[src/rtl/flag_unit.sv]
// flag_unit
//   Holds the architectural N/V/Z condition flags and updates them from the
//   EX-stage ALU result when a flag-writing instruction commits. Counts
//   flag writers that have left ID but not yet committed, and gives the
//   ID-stage branch logic a ready/stall handshake. The flags it hands to
//   the branch are forwarded combinationally from EX.
//
// Ports
//   clk        in   system clock, rising edge
//   rst_n      in   asynchronous active-low reset
//   id_issue   in   instruction leaves ID this cycle
//   id_opcode  in   opcode of the issuing instruction
//   flush      in   squash: in-flight count cleared, id_issue ignored
//   ex_valid   in   EX holds a valid instruction committing this cycle
//   ex_opcode  in   opcode in EX
//   ex_result  in   ALU result in EX
//   ex_ovfl    in   ALU signed overflow in EX
//   br_req     in   conditional branch in ID needs flags this cycle
//   F          out  flags {N,V,Z}, forwarded from EX on a commit
//   br_ready   out  F is valid for a branch this cycle
//   br_stall   out  br_req & ~br_ready
//   pend       out  in-flight flag-writer count
//   err        out  sticky protocol error (underflow or overflow of pend)
module flag_unit #(
    parameter int MAX_PEND = 2,
    localparam int PW = $clog2(MAX_PEND + 1)
) (
    input  logic          clk,
    input  logic          rst_n,
    input  logic          id_issue,
    input  logic [3:0]    id_opcode,
    input  logic          flush,
    input  logic          ex_valid,
    input  logic [3:0]    ex_opcode,
    input  logic [15:0]   ex_result,
    input  logic          ex_ovfl,
    input  logic          br_req,
    output logic [2:0]    F,
    output logic          br_ready,
    output logic          br_stall,
    output logic [PW-1:0] pend,
    output logic          err
);

    localparam logic [PW-1:0] PEND_MAX = PW'(MAX_PEND);
    localparam logic [PW-1:0] PEND_ONE = PW'(1);

    logic [2:0]    flags_q;
    logic [2:0]    flags_next;
    logic [PW-1:0] pend_q;
    logic [PW-1:0] pend_next;
    logic          err_q;
    logic          err_set;

    logic ex_nvz;
    logic ex_zonly;
    logic id_writer;
    logic commit;
    logic issue;

    // ADD/SUB write all three flags; the logical/shift group writes Z only.
    function automatic logic op_nvz(input logic [3:0] op);
        return (op == 4'b0000) || (op == 4'b0001);
    endfunction

    function automatic logic op_zonly(input logic [3:0] op);
        return (op == 4'b0010) || (op == 4'b0100) ||
               (op == 4'b0101) || (op == 4'b0110);
    endfunction

    always_comb begin
        ex_nvz    = op_nvz(ex_opcode);
        ex_zonly  = op_zonly(ex_opcode);
        id_writer = op_nvz(id_opcode) || op_zonly(id_opcode);
        commit    = ex_valid && (ex_nvz || ex_zonly);
        issue     = id_issue && !flush && id_writer;
    end

    always_comb begin
        flags_next = flags_q;
        if (commit) begin
            flags_next[0] = (ex_result == 16'h0000);
            if (ex_nvz) begin
                flags_next[2] = ex_result[15];
                flags_next[1] = ex_ovfl;
            end
        end
    end

    // A flush in the same cycle as a commit hides the underflow: the commit
    // belongs to an instruction older than the squash point.
    always_comb begin
        pend_next = pend_q;
        err_set   = 1'b0;
        if (commit && (pend_q == '0) && !flush) begin
            err_set = 1'b1;
        end
        if (issue && (pend_q == PEND_MAX) && !commit) begin
            err_set = 1'b1;
        end
        if (flush) begin
            pend_next = '0;
        end else if (issue && !commit) begin
            if (pend_q != PEND_MAX) begin
                pend_next = pend_q + PEND_ONE;
            end
        end else if (commit && !issue) begin
            if (pend_q != '0) begin
                pend_next = pend_q - PEND_ONE;
            end
        end
    end

    always_ff @(posedge clk or negedge rst_n) begin
        if (!rst_n) begin
            flags_q <= 3'b000;
            pend_q  <= '0;
            err_q   <= 1'b0;
        end else begin
            flags_q <= flags_next;
            pend_q  <= pend_next;
            if (err_set) begin
                err_q <= 1'b1;
            end
        end
    end

    // Only the oldest in-flight writer can be forwarded, so a commit makes
    // the flags usable only when it is the last one outstanding.
    always_comb begin
        F        = flags_next;
        br_ready = (pend_q == '0) || ((pend_q == PEND_ONE) && commit);
        br_stall = br_req && !br_ready;
        pend     = pend_q;
        err      = err_q;
    end

endmodule

[config.mk]
export PLATFORM = sky130hd
export DESIGN_NAME = flag_unit
export DESIGN_NICKNAME = d
export VERILOG_FILES = /design/src/rtl/flag_unit.sv
export SDC_FILE = /design/constraint.sdc
export NUM_CORES = 1
export LEC_CHECK = 0
export CAP_MARGIN = 25
export CORE_MARGIN = 2
export CORE_UTILIZATION = 29
export CTS_CLUSTER_SIZE = 40
export DETAILED_ROUTE_END_ITERATION = 16
export PLACE_DENSITY_LB_ADDON = 0.05
export SYNTH_ARGS = -nofsm -noshare
export SYNTH_HDL_FRONTEND = slang
export SYNTH_SLANG_ARGS = --single-unit
[constraint.sdc]
create_clock -name clk -period 1.8 [get_ports clk]
set_clock_uncertainty 0.1 [all_clocks]
set_input_delay 0.36 -clock clk [delete_from_list [all_inputs] [get_ports clk]]
set_output_delay 0.36 -clock clk [all_outputs]
set_load 0.03 [all_outputs]
# ---- Word-level counts from Yosys, hierarchy flattened
# Index checks and enable logic that the tools add are counted.
dict set report totals {
  out_inout_bits 8
  elab_cells 62
  register_bits 6
  inputBits 31
}
dict set report op_classes {
  reduce_logical 34
  n_addsub 2
  n_mux 9
  eq_ne 14
}
# cell n
set ops {}
lappend ops {{$eq A4 B3 Y1 const B} 6}
lappend ops {{$logic_not A16 Y1} 1}
lappend ops {{$mux W2} 6}
lappend ops {{$logic_and A1 B1 Y1} 11}
lappend ops {{$logic_or A1 B1 Y1} 11}
lappend ops {{$eq A4 B1 Y1 const B} 2}
lappend ops {{$eq A4 B2 Y1 const B} 2}
lappend ops {{$logic_not A4 Y1} 2}
lappend ops {{$reduce_bool A3 Y1} 2}
lappend ops {{$logic_not A1 Y1} 4}
lappend ops {{$mux W3} 1}
lappend ops {{$ne A3 B2 Y1 const B} 1}
lappend ops {{$reduce_and A3 Y1} 1}
lappend ops {{$add A2 B1 Y2 const B} 1}
lappend ops {{$eq A2 B1 Y1 const B} 1}
lappend ops {{$eq A2 B2 Y1 const B} 1}
lappend ops {{$logic_not A2 Y1} 1}
lappend ops {{$mux W1} 2}
lappend ops {{$ne A2 B2 Y1 const B} 1}
lappend ops {{$reduce_bool A2 Y1} 1}
lappend ops {{$sub A2 B1 Y2 const B} 1}

# ---- Depth between registers and ports, before layout
dict set report logic_depth {
  word_depth 11
  mapped_depth 5
  depth_no_buf 5
}

# ---- Worst setup path before layout
# No wires, ideal clock.
dict set report synth_timing {
  path_type {reg2out}
  start {register pend_q[0] (netlist: pend[0])}
  end {output port br_stall}
  slack_ns -0.271
  required_time_ns 1.340
  stages_incl_launch_ff 5
  arrival_ns 1.611
  n_path_buf 0
  cell_sequence {dfrtp_1 inv_1 ha_1 a31o_2 nor2_1}
}
dict set report synth_between {
  elab_chain_len 5
}
# element line
set synth_lines {}
lappend synth_lines {{from (decl)} 50} ;# logic [PW-1:0] pend_q;
lappend synth_lines {{from (signal assigned)} 121} ;# pend_q <= pend_next;
lappend synth_lines {{$eq A2 B1 Y1} 132} ;# br_ready = (pend_q == '0) || ((pend_q == PEND_ONE) && commit);
lappend synth_lines {{$logic_and A1 B1 Y1} 132}
lappend synth_lines {{$logic_or A1 B1 Y1 *} 132}
lappend synth_lines {{via br_ready} 39} ;# output logic br_ready,
lappend synth_lines {{$logic_not A1 Y1 *} 133} ;# br_stall = br_req && !br_ready;
lappend synth_lines {{$logic_and A1 B1 Y1 *} 133}
lappend synth_lines {{to (decl)} 40} ;# output logic br_stall,
# Mark *: on every way through the listed nets, which the timed path passes. The rest lies on a longest branch.

# ---- Final worst setup path
dict set report layout_timing {
  start {input port ex_opcode[3]}
  end {output port F[2]}
}
dict set report layout_between {
  elab_chain_len 7
}
# element line
set layout_lines {}
lappend layout_lines {{from (decl)} 34} ;# input logic [3:0] ex_opcode,
lappend layout_lines {{$eq A4 B2 Y1 / $eq A4 B3 Y1 (equally long branches)} 67} ;# return (op == 4'b0010) || (op == 4'b0100) ||
lappend layout_lines {{$logic_or A1 B1 Y1 (2 in a row)} 67}
lappend layout_lines {{$logic_or A1 B1 Y1} 68} ;# (op == 4'b0101) || (op == 4'b0110);
lappend layout_lines {{$logic_or A1 B1 Y1} 75} ;# commit = ex_valid && (ex_nvz || ex_zonly);
lappend layout_lines {{$logic_and A1 B1 Y1} 75}
lappend layout_lines {{$mux W3 *} 81} ;# if (commit) begin
lappend layout_lines {{to (decl)} 38} ;# output logic [2:0] F,
# Mark *: on every way between the ends. The rest lies on a longest branch, timed or not.

==> results.py <==
metrics = {
    "run_status": {
        "outcome": "finished clean",
    },
    "worst_setup_path": {
        "critPathArrivalTime_ps": 1330,
        "cp_common_cell": "buf_6",
        "cpPeakStageDelay_ps": 340,
        "cp-start-kind": "input pin",
        "critical_path_class": "input pin to output pin",
        "crit_chain": "buf_6 > nand2b_4 > nor3_4 > mux2_4 > buf_6",
        "cp.required_ps": 1340,
        "crit_slowest_cell": "mux2_4",
        "endpoint_kind": "output pin",
        "cp_max_fo": 2,
    },
    "timing": {
        "fmax_mhz": 558,
        "drv_slew": 0,
        "fin_crit_ps": 1790,
        "fin_crit_sh_pct": 99.6,
        "timing.slew.headroom_pct": 78.8,
        "setup_viol": 0,
        "tns_ps": 0,
        "rsz0062_at_grt": "yes",
        "hold_viol": 0,
        "tightest_slew_ps": 319,
    },
    "power": {
        "ir_drop_uv": 396,
        "powerDensity_mw_per_mm2": 537,
        "p_leak_nw": 0.452,
        "power_mw": 0.533,
    },
    "drt": {
        "drcViolationCount": 0,
        "dr.pass1.iters": 2,
        "routedWlPerCell_um": 14.0,
        "drt-total-wl_um": 1520,
        "ant_nets": 0,
        "vias": 530,
        "vias_per_cell": 4.91,
        "drtIter0Drc": 5,
    },
    "floorplan": {
        "dieArea_mm2": 0.00176,
        "floorplan.initialDensity_pct": 31.6,
        "die_h_um": 41.9,
        "num_io_pins": 39,
        "die_w_um": 41.9,
        "core_mm2": 0.00132,
        "num_rows": 13,
    },
    "placement": {
        "globalplace.congestion": 0.706,
        "io_buffers": 37,
        "place_area_um2": 858,
    },
    "synth": {
        "synth_mux_area_share_pct": 10.5,
        "synth_compound_area_share_pct": 18.0,
        "synth_ff_type": "dfrtp_1",
        "syn-num-nets": 76,
        "synth_fa_ha_area_share_pct": 9.01,
        "synth.top_cell.area_share_pct": 36.0,
        "synth_top_family_by_area": "simple AND/OR/NAND/NOR gates",
        "synth_edf_count": 0,
        "synth-simple-area-share_pct": 21.9,
        "ys_types": 20,
        "synthXorXnorAreaFrac_pct": 0,
        "synthTopCellsByArea": "dfrtp_1 (36%), ha_1 (9.0%), a2111oi_4 (6.6%), nor4_1 (6.0%), mux2_2 (5.4%)",
        "synthArstFlopShare_pct": 100,
        "syn_area_um2": 417,
        "avgSynthCellArea_um2": 9.92,
        "synth_seq_cells": 6,
        "synth_largest_area_cell": "dfrtp_1",
        "yosysSeqAreaShare_pct": 36.0,
        "synth_cells": 42,
        "ys.warnings.count": 0,
    },
    "finish": {
        "nFillCells": 110,
        "syn_to_final_growth_pct": 138,
        "finalInstanceArea_um2": 993,
        "post_route_cells_drive_above_1_share_pct": 50.5,
        "final_util_pct": 75.4,
        "diodes": 0,
        "layout.nets": 129,
    },
    "flow_run": {
        "cap_violations": 0,
    },
    "global_routing": {
        "grt_max_degree": 7,
        "overflow": 0,
        "grt_pass1_vias": 582,
        "antenna_found_initial": 0,
        "grt_usage_pct": 18.0,
        "grt_pass1_wl_um": 2410,
    },
    "clock_tree": {
        "clockBufferDepth": 2,
        "tritoncts": "yes",
        "ctsRootBufferMaster": "clkbuf_4",
        "clk_latency_ps": 240,
        "clock-sinks": 6,
        "cts.clk_slew.worst_paths_ps": 40,
        "cts_max_level": 1,
        "cts_buffers": 3,
    },
    "hold_path": {
        "worstHoldPathType": "input pin to asynchronous set/reset pin",
    },
}
repair_timing:
item	CTS	global route
resized for setup	68	24
setup endpoints to repair	7	7
hold buffers	0	0
pin swaps	12	11
buffers inserted	2	2
final timing paths:
check                                startpoint                    to  slack, ps  depth (start not counted)
max in group asynchronous                 rst_n   pend[1]$_DFFE_PN0P_       1130                          1
max                                ex_opcode[3]                  F[2]          7                          5
min in group clk                  ex_result[15]  flags_q[2]$_DFF_PN0_        270                          2
min                                       rst_n   pend[0]$_DFFE_PN0P_        260                          1
max reg2reg                 pend[0]$_DFFE_PN0P_   pend[1]$_DFFE_PN0P_        200                          6
min reg2reg                flags_q[0]$_DFF_PN0_  flags_q[0]$_DFF_PN0_        390                          2
sequential cells by signal, summed over array words and instances (netlist names):
name and flops:
pend 2, err 1, flags_q 3
cell usage in the layout (no fill, tap or decap), types with 2 or more instances in the layout:
cell             netlist  layout
clkdlybuf4s15_1        0       7
buf_4                  0      10
inv_2                  0       2
inv_1                  5       3
ha_4                   0       2
mux2_4                 0       2
nor4_2                 0       2
nor2_1                 3       2
dfrtp_1                6       6
clkbuf_2               0       5
clkbuf_4               0       3
dlygate4sd2_1          0       9
dlymetal6s2s_1         0       2
nand2_2                0       2
nor3b_1                2       2
buf_6                  0       8
clkdlybuf4s50_1        0       6
per-stage QoR:
step	worst slack [ps]	cells	hold WS (ps)
2_1_floorplan	-52.6	42	-35.6
3_3_place_gp	-815	101	374
3_5_place_dp	-831	101	386
4_1_cts	-43.2	106	263
5_1_grt	-40.9	108	258
6_report	6.89	108	261
power breakdown:
part / leakage (nW) / internal, mW / switching, mW
Combinational: 0.365 / 0.137 / 0.120
Sequential: 0.0741 / 0.150 / 0.00638
Clock: 0.0138 / 0.0752 / 0.0457
critical path: cells and delay by family:
family | cells | cell delay (ps)
buf+inv | 2 | 230
mux | 1 | 340
simple gates | 2 | 410
layout make-up:
cell class | instances | area (um2) | area share (%)
clock buffer | 3 | 22.5 | 2.27
multi-input combinational | 31 | 354 | 35.6
tap | 15 | 18.8 | 1.89
inverter | 5 | 18.8 | 1.89
timing repair buffer | 48 | 429 | 43.2
sequential | 6 | 150 | 15.1
metal layers:
metal  routed length [um]  vias to the layer above  track usage (%)  part of all wire, %
met3                   78                        0             3.91                  5.1
li1                     -                      263                -                    -
met2                  851                       17             33.4                   56
met1                  585                      250             19.9                   39
met5                    0                        -                0                    0
met4                    0                        0             5.81                    0
synth_stat cells (2+ instances only):
library cell,instances
inv_1,5
mux2_2,2
a31o_2,2
nand2_1,3
nor2_1,3
nor4_1,4
ha_1,3
dfrtp_1,6
nor3_1,2
nor3b_1,2
kinds of logic after synthesis:
group                    Yosys count
multiplexers                       4
buffers and inverters              5
flip-flops                         6
adder cells (fa/ha/maj)            3
AO/OA/AOI/OAI                      7
AND/OR/NAND/NOR                   17
No activity file was read; power rests on OpenSTA's default activity.
